$ cat src/rtl/mem_arb_pkg.sv
// mem_arb_pkg: shared FSM states, parameter defaults and counter widths for the memory port arbiter.
package mem_arb_pkg;
  typedef enum logic [1:0] {IDLE, BUSY_IF, BUSY_MEM, DONE} arb_state_e;
  localparam int ACC_LAT_DEF    = 2;
  localparam int STARVE_MAX_DEF = 4;
  localparam int LAT_W          = 4;
  localparam int STARVE_W       = 4;
endpackage

$ cat src/rtl/arb_lat_counter.sv
// arb_lat_counter: loadable down-counter that stops at zero and flags it.
module arb_lat_counter
  import mem_arb_pkg::*;
(
  input  logic             clk,
  input  logic             rst,
  input  logic             load_i,
  input  logic             dec_i,
  input  logic [LAT_W-1:0] load_val_i,
  output logic             zero_o
);
  logic [LAT_W-1:0] cnt_q, cnt_d;
  always_comb begin
    cnt_d  = load_i ? load_val_i : (dec_i && cnt_q != '0) ? cnt_q - LAT_W'(1) : cnt_q;
    zero_o = cnt_q == '0;
  end
  always_ff @(posedge clk or posedge rst) begin
    if (rst) cnt_q <= '0;
    else     cnt_q <= cnt_d;
  end
endmodule

$ cat src/rtl/mem_port_arbiter.sv
// mem_port_arbiter: shares one single-port RAM between instruction fetch and load/store,
// MEM first with a starvation guard for IF; one transaction per ACC_LAT+2 cycles.
module mem_port_arbiter
  import mem_arb_pkg::*;
#(
  parameter int ACC_LAT    = ACC_LAT_DEF,
  parameter int STARVE_MAX = STARVE_MAX_DEF
) (
  input  logic        clk,
  input  logic        rst,
  input  logic        if_req,
  input  logic [31:0] if_addr,
  input  logic        if_flush,
  output logic        if_ready,
  output logic [31:0] if_rdata,
  input  logic        mem_rd_req,
  input  logic        mem_wr_req,
  input  logic [31:0] mem_addr,
  input  logic [31:0] mem_wdata,
  output logic        mem_ready,
  output logic [31:0] mem_rdata,
  output logic        ram_en,
  output logic        ram_we,
  output logic [31:0] ram_addr,
  output logic [31:0] ram_wdata,
  input  logic [31:0] ram_rdata,
  output logic        grant_mem
);
  localparam logic [LAT_W-1:0]    LAT_LOAD = LAT_W'(ACC_LAT - 1);
  localparam logic [STARVE_W-1:0] SMAX     = STARVE_W'(STARVE_MAX);

  arb_state_e          state_q, state_d;
  logic [31:0]         addr_q, addr_d, wdata_q, wdata_d;
  logic [31:0]         if_rdata_q, if_rdata_d, mem_rdata_q, mem_rdata_d;
  logic                we_q, we_d, own_mem_q, own_mem_d, flush_q, flush_d;
  logic [STARVE_W-1:0] starve_q, starve_d;
  logic                mem_any, grant_if, grant_m, busy, lat_zero, fin;

  arb_lat_counter u_lat (
    .clk       (clk),
    .rst       (rst),
    .load_i    (grant_if | grant_m),
    .dec_i     (busy),
    .load_val_i(LAT_LOAD),
    .zero_o    (lat_zero)
  );

  always_ff @(posedge clk or posedge rst) begin
    if (rst) state_q <= IDLE;
    else     state_q <= state_d;
  end

  always_comb begin
    mem_any  = mem_rd_req | mem_wr_req;
    grant_if = state_q == IDLE && if_req && (!mem_any || (starve_q == SMAX));
    grant_m  = state_q == IDLE && mem_any && !grant_if;
    busy     = state_q == BUSY_IF || state_q == BUSY_MEM;
    fin      = busy && lat_zero;
    state_d  = grant_m ? BUSY_MEM : grant_if ? BUSY_IF : fin ? DONE : state_q == DONE ? IDLE : state_q;
  end

  // A flush seen anywhere in BUSY_IF, including its last cycle, drops that fetch's result.
  always_comb begin
    addr_d      = grant_m ? mem_addr & ~32'h3 : grant_if ? if_addr & ~32'h3 : addr_q;
    wdata_d     = grant_m ? mem_wdata : grant_if ? '0 : wdata_q;
    we_d        = grant_m ? mem_wr_req : grant_if ? 1'b0 : we_q;
    own_mem_d   = grant_m ? 1'b1 : grant_if ? 1'b0 : own_mem_q;
    starve_d    = (!if_req || grant_if) ? '0 : (grant_m && starve_q < SMAX) ? starve_q + STARVE_W'(1) : starve_q;
    flush_d     = state_q == BUSY_IF ? flush_q | if_flush : state_q == DONE ? flush_q : 1'b0;
    if_rdata_d  = (fin && state_q == BUSY_IF && !(flush_q | if_flush)) ? ram_rdata : if_rdata_q;
    mem_rdata_d = (fin && state_q == BUSY_MEM && !we_q) ? ram_rdata : mem_rdata_q;
  end

  always_ff @(posedge clk or posedge rst) begin
    if (rst) begin
      addr_q      <= '0;
      wdata_q     <= '0;
      we_q        <= 1'b0;
      own_mem_q   <= 1'b0;
      starve_q    <= '0;
      flush_q     <= 1'b0;
      if_rdata_q  <= '0;
      mem_rdata_q <= '0;
    end else begin
      addr_q      <= addr_d;
      wdata_q     <= wdata_d;
      we_q        <= we_d;
      own_mem_q   <= own_mem_d;
      starve_q    <= starve_d;
      flush_q     <= flush_d;
      if_rdata_q  <= if_rdata_d;
      mem_rdata_q <= mem_rdata_d;
    end
  end

  always_comb begin
    ram_en    = busy;
    ram_we    = state_q == BUSY_MEM && we_q;
    ram_addr  = addr_q;
    ram_wdata = wdata_q;
    if_ready  = state_q == DONE && !own_mem_q && !flush_q;
    mem_ready = state_q == DONE && own_mem_q;
    if_rdata  = if_rdata_q;
    mem_rdata = mem_rdata_q;
    grant_mem = own_mem_q;
  end
endmodule

$ cat config.mk
export PLATFORM = sky130hd
export DESIGN_NAME = mem_port_arbiter
export DESIGN_NICKNAME = d
export VERILOG_FILES = /design/src/rtl/mem_arb_pkg.sv /design/src/rtl/arb_lat_counter.sv /design/src/rtl/mem_port_arbiter.sv
export SDC_FILE = /design/constraint.sdc
export NUM_CORES = 1
export LEC_CHECK = 0
export ABC_AREA = 1
export CORE_ASPECT_RATIO = 1.75
export CORE_MARGIN = 2
export CORE_UTILIZATION = 46
export DETAILED_ROUTE_END_ITERATION = 10
export PLACE_DENSITY = 0.87
export SYNTH_ARGS = -nofsm -noshare
export SYNTH_HDL_FRONTEND = slang
export SYNTH_HIERARCHICAL = 1
export SYNTH_SLANG_ARGS = --single-unit
$ cat constraint.sdc
create_clock -name clk -period 14.05 [get_ports clk]
set_input_delay 2.81 -clock clk [delete_from_list [all_inputs] [get_ports clk]]
set_output_delay 2.81 -clock clk [all_outputs]
set_load 0.02 [all_outputs]
### Word-level counts from Yosys, hierarchy flattened

Index checks and enable logic that the tools add are counted.
Widths: inputs -> output; s select.

* bits in registers: 141
* input bits: 134
* output and inout bits: 133
* word-level logic and storage cells: 70

* add/subtract/negate cells: 2
* $lt $le $gt $ge: 1
* equality and inequality tests: 5
* multiplexer cells: 17
* bitwise operators: 3
* reductions and logical operators: 32

Operators with widths (number)
* $mux 32: 4
* $mux 4: 4
* $logic_and 1x1->1: 15
* $mux 2: 4
* $reduce_bool 4->1: 2
* $logic_not 1->1: 7
* $reduce_bool 2->1: 3
* $mux 1: 5
* $add 4x1->4 const B: 1
* $eq 2x2->1 const B: 2
* $eq 4x3->1 const B: 1
* $logic_not 4->1: 1
* $lt 4x3->1 const B: 1
* $sub 4x1->4 const B: 1
* $logic_or 1x1->1: 3
* $or 1x1->1: 3
* $eq 2x1->1 const B: 1
* $logic_not 2->1: 1
* $ne 2x2->1 const B: 1

### Depth between registers and ports, before layout

* depth in word-level cells: 9
* gate-level depth with buffers: 12
* gate-level depth less buffers: 11

### By module

The synthesis kept the hierarchy.

Modules (own cells, without submodules)
* mem_port_arbiter: times used 1, cells each 679, area an instance 6018.3 um^2, sequential area each 3378.2 um^2
* arb_lat_counter: times used 1, cells each 46, area an instance 285.3 um^2, sequential area each 100.1 um^2

### Least setup slack after synthesis

OpenSTA, ideal clock, no wires.

* kind: input to register
* from: in mem_wr_req
* to: reg u_lat.cnt_q[1]
* library setup time: 0.116 ns
* data arrival time: 3.764 ns
* data required time: 13.934 ns
* path slack: 10.169 ns
* stages: 9
* buffers on the path: 1
* cells stage by stage: o21ai_4 inv_4 nor2_8 buf_2 inv_1 inv_2 nand2_1 nand2_1 nand2_1

* cells in the longest elaborated chain, start to end: 8
* elaborated cells between the ends (all ways): 10
* those cells by class: mux: 1; bitwise: 2; reduce/logical: 7

Ends and longest elaborated chain
* from (decl): RTL line mem_port_arbiter.sv:17 `input logic mem_wr_req,`
* $or 1x1->1 (*): RTL line mem_port_arbiter.sv:54 `mem_any = mem_rd_req | mem_wr_req;`
* $logic_not 1->1: RTL line mem_port_arbiter.sv:55 `grant_if = state_q == IDLE && if_req && (!mem_any || (starve_q == SMAX));`
* $logic_or 1x1->1: RTL line mem_port_arbiter.sv:55
* $logic_and 1x1->1: RTL line mem_port_arbiter.sv:55
* $logic_not 1->1: RTL line mem_port_arbiter.sv:56 `grant_m = state_q == IDLE && mem_any && !grant_if;`
* $logic_and 1x1->1: RTL line mem_port_arbiter.sv:56
* $or 1x1->1 (*): RTL line mem_port_arbiter.sv:42 `.load_i (grant_if | grant_m),`
* $mux 4 or $reduce_bool 2->1 (tied branches)
* to (signal assigned): RTL line arb_lat_counter.sv:19 `else cnt_q <= cnt_d;`
* to (decl): RTL line arb_lat_counter.sv:12 `logic [LAT_W-1:0] cnt_q, cnt_d;`

Every way passes the cells marked *; elsewhere a longest branch is shown, timed or not.
A chain may end at the register's enable or synchronous reset.

### Final worst setup path

* from: in mem_wr_req
* to: reg u_lat.cnt_q[0]

Same word-level chain as after synthesis.

==> flow_summary.toml <==
[grt]
grt_start_max_net_pins = 89
grt_overflow = 0
grt.total_usage_pct = 24.86
via_count_of_the_first_global_routing_pass = 5758
grt_first_pass_wirelength_um = 28670
antenna_found_initial = 0

[place]
place_worst_setup_slack_ps = 7677
finalWeightedCongestion = 0.8433
dp_hpwl_um = 12260
port_buffers = 260

[final_layout]
seq_area_mm2 = 0.003478
n_fill_cell = 1023
layout-drive-gt1-share_pct = 6.633
antennaDiodeCount = 0
syn2layout_area_growth_pct = 50.42
utilization_pct = 70.85
multi_input_area_mm2 = 0.002222
finish.net_count = 1109

[routing]
drt_iter0_drc = 329
drcViolationCount = 0
routed-via-count = 5711
routed_via_density = 4.949
route.final.wire_length_um = 17710
ant_nets = 0
detail_route.first_pass.iterations = 4
post_drt_wl_per_cell_um = 15.35

[floorplan]
floorplan.die.height_um = 158.9
ios = 267
floorplan.die_area_mm2 = 0.01469
core_footprint_mm2 = 0.01338
initial_utilization_pct = 47.10
horizontal_die_dimension_um = 92.49
row_count = 56

[worst_setup_path]
timing.critical_path.slowest_cell_delay_ps = 850
r2r-start = "state_q[0]"
crit_required_ps = 14350
largest_delay_share_family_worst_path = "buffers and inverters"
setup.reg_to_reg.worst_slack_ps = 10590
r2r.worst_path.cells = 10
timing.setup.critical_path_class = "input port to flip-flop"
worstPathArrival_ps = 6220
timing.critical_path.to_type = "flip-flop"
worst_path_most_repeated_cell = "nand2_1"
r2r_end = "u_lat/cnt_q[0]"
cp.buffers_inverters = 4
start_kind = "input port"
crit_path_top_delay_cell = "nor2_8"
crit_path_max_fanout = 65
cp_cell_sequence = "clkdlybuf4s50_1 > o21ai_4 > inv_4 > nor2_8 > inv_1 > inv_2 > nand2_1 > nand2_1 > nand2_1"

[yosys]
synth.area.top_cells = "dfrtp_1, nand2_1, nand3_1, inv_1, o21ai_0"
total_standard_cell_area_after_synthesis_mm2 = 0.006304
ys_seq_area_share_pct = 55.18
synthesized_area_divided_by_synthesized_cell_count_um2 = 8.695
synth.largest_area_cell = "dfrtp_1"
synth_cell_type_count = 28
synthesis.instances = 725
synth_top_area_share_pct = 55.18
ff_latch_count_synth = 139
yosysWarnings = 6

[power_and_ir_drop]
powerDensity_mw_per_mm2 = 238.9
total_power_w = 0.002265
pwr-share-seq_pct = 30.7
power.switching_fraction_pct = 40.67
clock_power_share_pct = 20.3
peakVddDrop_uv = 115.2
power_frac_comb_pct = 49.0
intPower_w = 0.001344
switchingPower_w = 0.0009212
leakage_nw = 4.586

[timing]
final-max-slew-violation-count = 0
setup_viol = 0
finalCriticalPeriod_ps = 5921
fin_worst_hold_slack_ps = 477.0
unrepaired_setup_endpoints_after_global_routing = "false"
final.setup_skew_ps = 10.54
max_freq_ghz = 0.1689
setup_total_negative_slack_ps = 0
finalCritPeriodShare_pct = 42.14
finalHoldViolCount = 0
maxSlewHeadroom_pct = 27.01
fin_ws_ps = 8129
tightest_slew_ps = 1094

[min_path]
hold_depth = 2
holdCritPathClass = "flip-flop to flip-flop"
min-delay-start = "ram_wdata[8]"
hold-path-endpoint = "ram_wdata[8]"

[clock_network]
clk_path_buf_depth = 2
cts_root_buffer = "clkbuf_16"
cts-resized-gates = 0
worstSkewPairLatency_ps = 410
cts_hold_repair.buffers = 0
cts_num_sinks = 139
post_cts_buffers = 0
cts_made_buffers = 17
h-tree-depth = 4
cts_tree = "built"
clk_transition_reported_paths_ps = 60

[flow_run]
timing.max_cap.violations = 0

[outcome]
run_status = "complete, no violations"
==> how the worst max path moves through the flow <==
stage / from / end / slack [ps] / cells after the start
floorplan: rst / flush_q / 7630 / 1
global placement: mem_wr_req / u_lat/cnt_q[0] / 7710 / 9
detailed placement: mem_wr_req / u_lat/cnt_q[1] / 7680 / 9
CTS: mem_wr_req / u_lat/cnt_q[1] / 8120 / 9
global route: mem_wr_req / u_lat/cnt_q[1] / 7910 / 9
finish: mem_wr_req / u_lat/cnt_q[0] / 8130 / 9
==> power by group through the flow <==
stage | logic, W | registers (W) | clock network, W
CTS | 0.00112 | 0.000697 | 0.000467
global route | 0.00120 | 0.000718 | 0.000488
finish | 0.00111 | 0.000696 | 0.000459
floorplan | 0.000413 | 0.000912 | 0
global placement | 0.00109 | 0.000692 | 0
detailed placement | 0.00112 | 0.000699 | 0
==> layer usage <==
metal  share of wire [%]  track usage (%)
met4                 4.2            12.21
met1                  36            27.12
met2                  54            43.70
met3                 5.7            6.641
met5                   0                0
==> area by class of cell <==
cell class,count,area share (%)
Clock buffer,17,4.487
Sequential cell,139,36.69
Timing Repair Buffer,262,27.61
Tap cell,174,2.296
Inverter,86,3.537
Clock inverter,15,1.953
Multi-Input combinational cell,461,23.44
==> synth_stat cells <==
library cell / count
a21oi_1: 30
a41oi_1: 1
buf_2: 8
buf_4: 5
buf_6: 13
clkbuf_1: 17
clkinv_1: 1
clkinv_4: 1
conb_1: 2
dfrtp_1: 139
ha_1: 8
inv_1: 80
inv_2: 3
inv_4: 1
nand2_1: 218
nand2_2: 2
nand2_4: 2
nand3_1: 85
nand3_2: 18
nand3b_1: 1
nand3b_2: 1
nand4_1: 2
nor2_1: 12
nor2_8: 1
o21ai_0: 38
o21ai_1: 34
o21ai_4: 1
xor2_1: 1
==> worst min-delay path, cell delays in order (launching register included) <==
cell	delay, ps
dfrtp_1	340
nand2_1	50
nand2_1	50
==> cells in the final DEF, fill, tap and decap left out, drive strengths merged, types with 8 or more instances in the layout <==
master | netlist | layout
inv | 84 | 90
nor2 | 13 | 13
clkbuf | 17 | 17
a21oi | 30 | 30
dfrtp | 139 | 139
nand2 | 222 | 222
ha | 8 | 8
clkdlybuf4s50 | 0 | 260
nand3 | 103 | 103
o21ai | 73 | 73
==> flip-flops by register name (all words and copies together) (netlist names) <==
name,count
ram_addr,30
flush_q,1
mem_rdata,32
ram_wdata,32
we_q,1
state_q,2
grant_mem,1
starve_q,4
if_rdata,32
u_lat/cnt_q,4
==> metrics by stage <==
step	instance area, µm²	instances
3_3_place_gp	8871	1122
5_1_grt	9482	1154
4_1_cts	9482	1154
6_report	9482	1154
3_5_place_dp	8871	1122
2_1_floorplan	6319	729
==> cells by family after synthesis <==
group | after synthesis | synth area share, %
AOI/OAI and AO/OA | 104 | 8.495
xor gates and xnor gates | 1 | 0.1390
adders and majority gates | 8 | 1.588
buffers and inverters | 129 | 9.806
DFF | 139 | 55.18
other | 2 | 0.1191
and+or+nand+nor | 342 | 24.67
(Power assumes the default switching activity.)
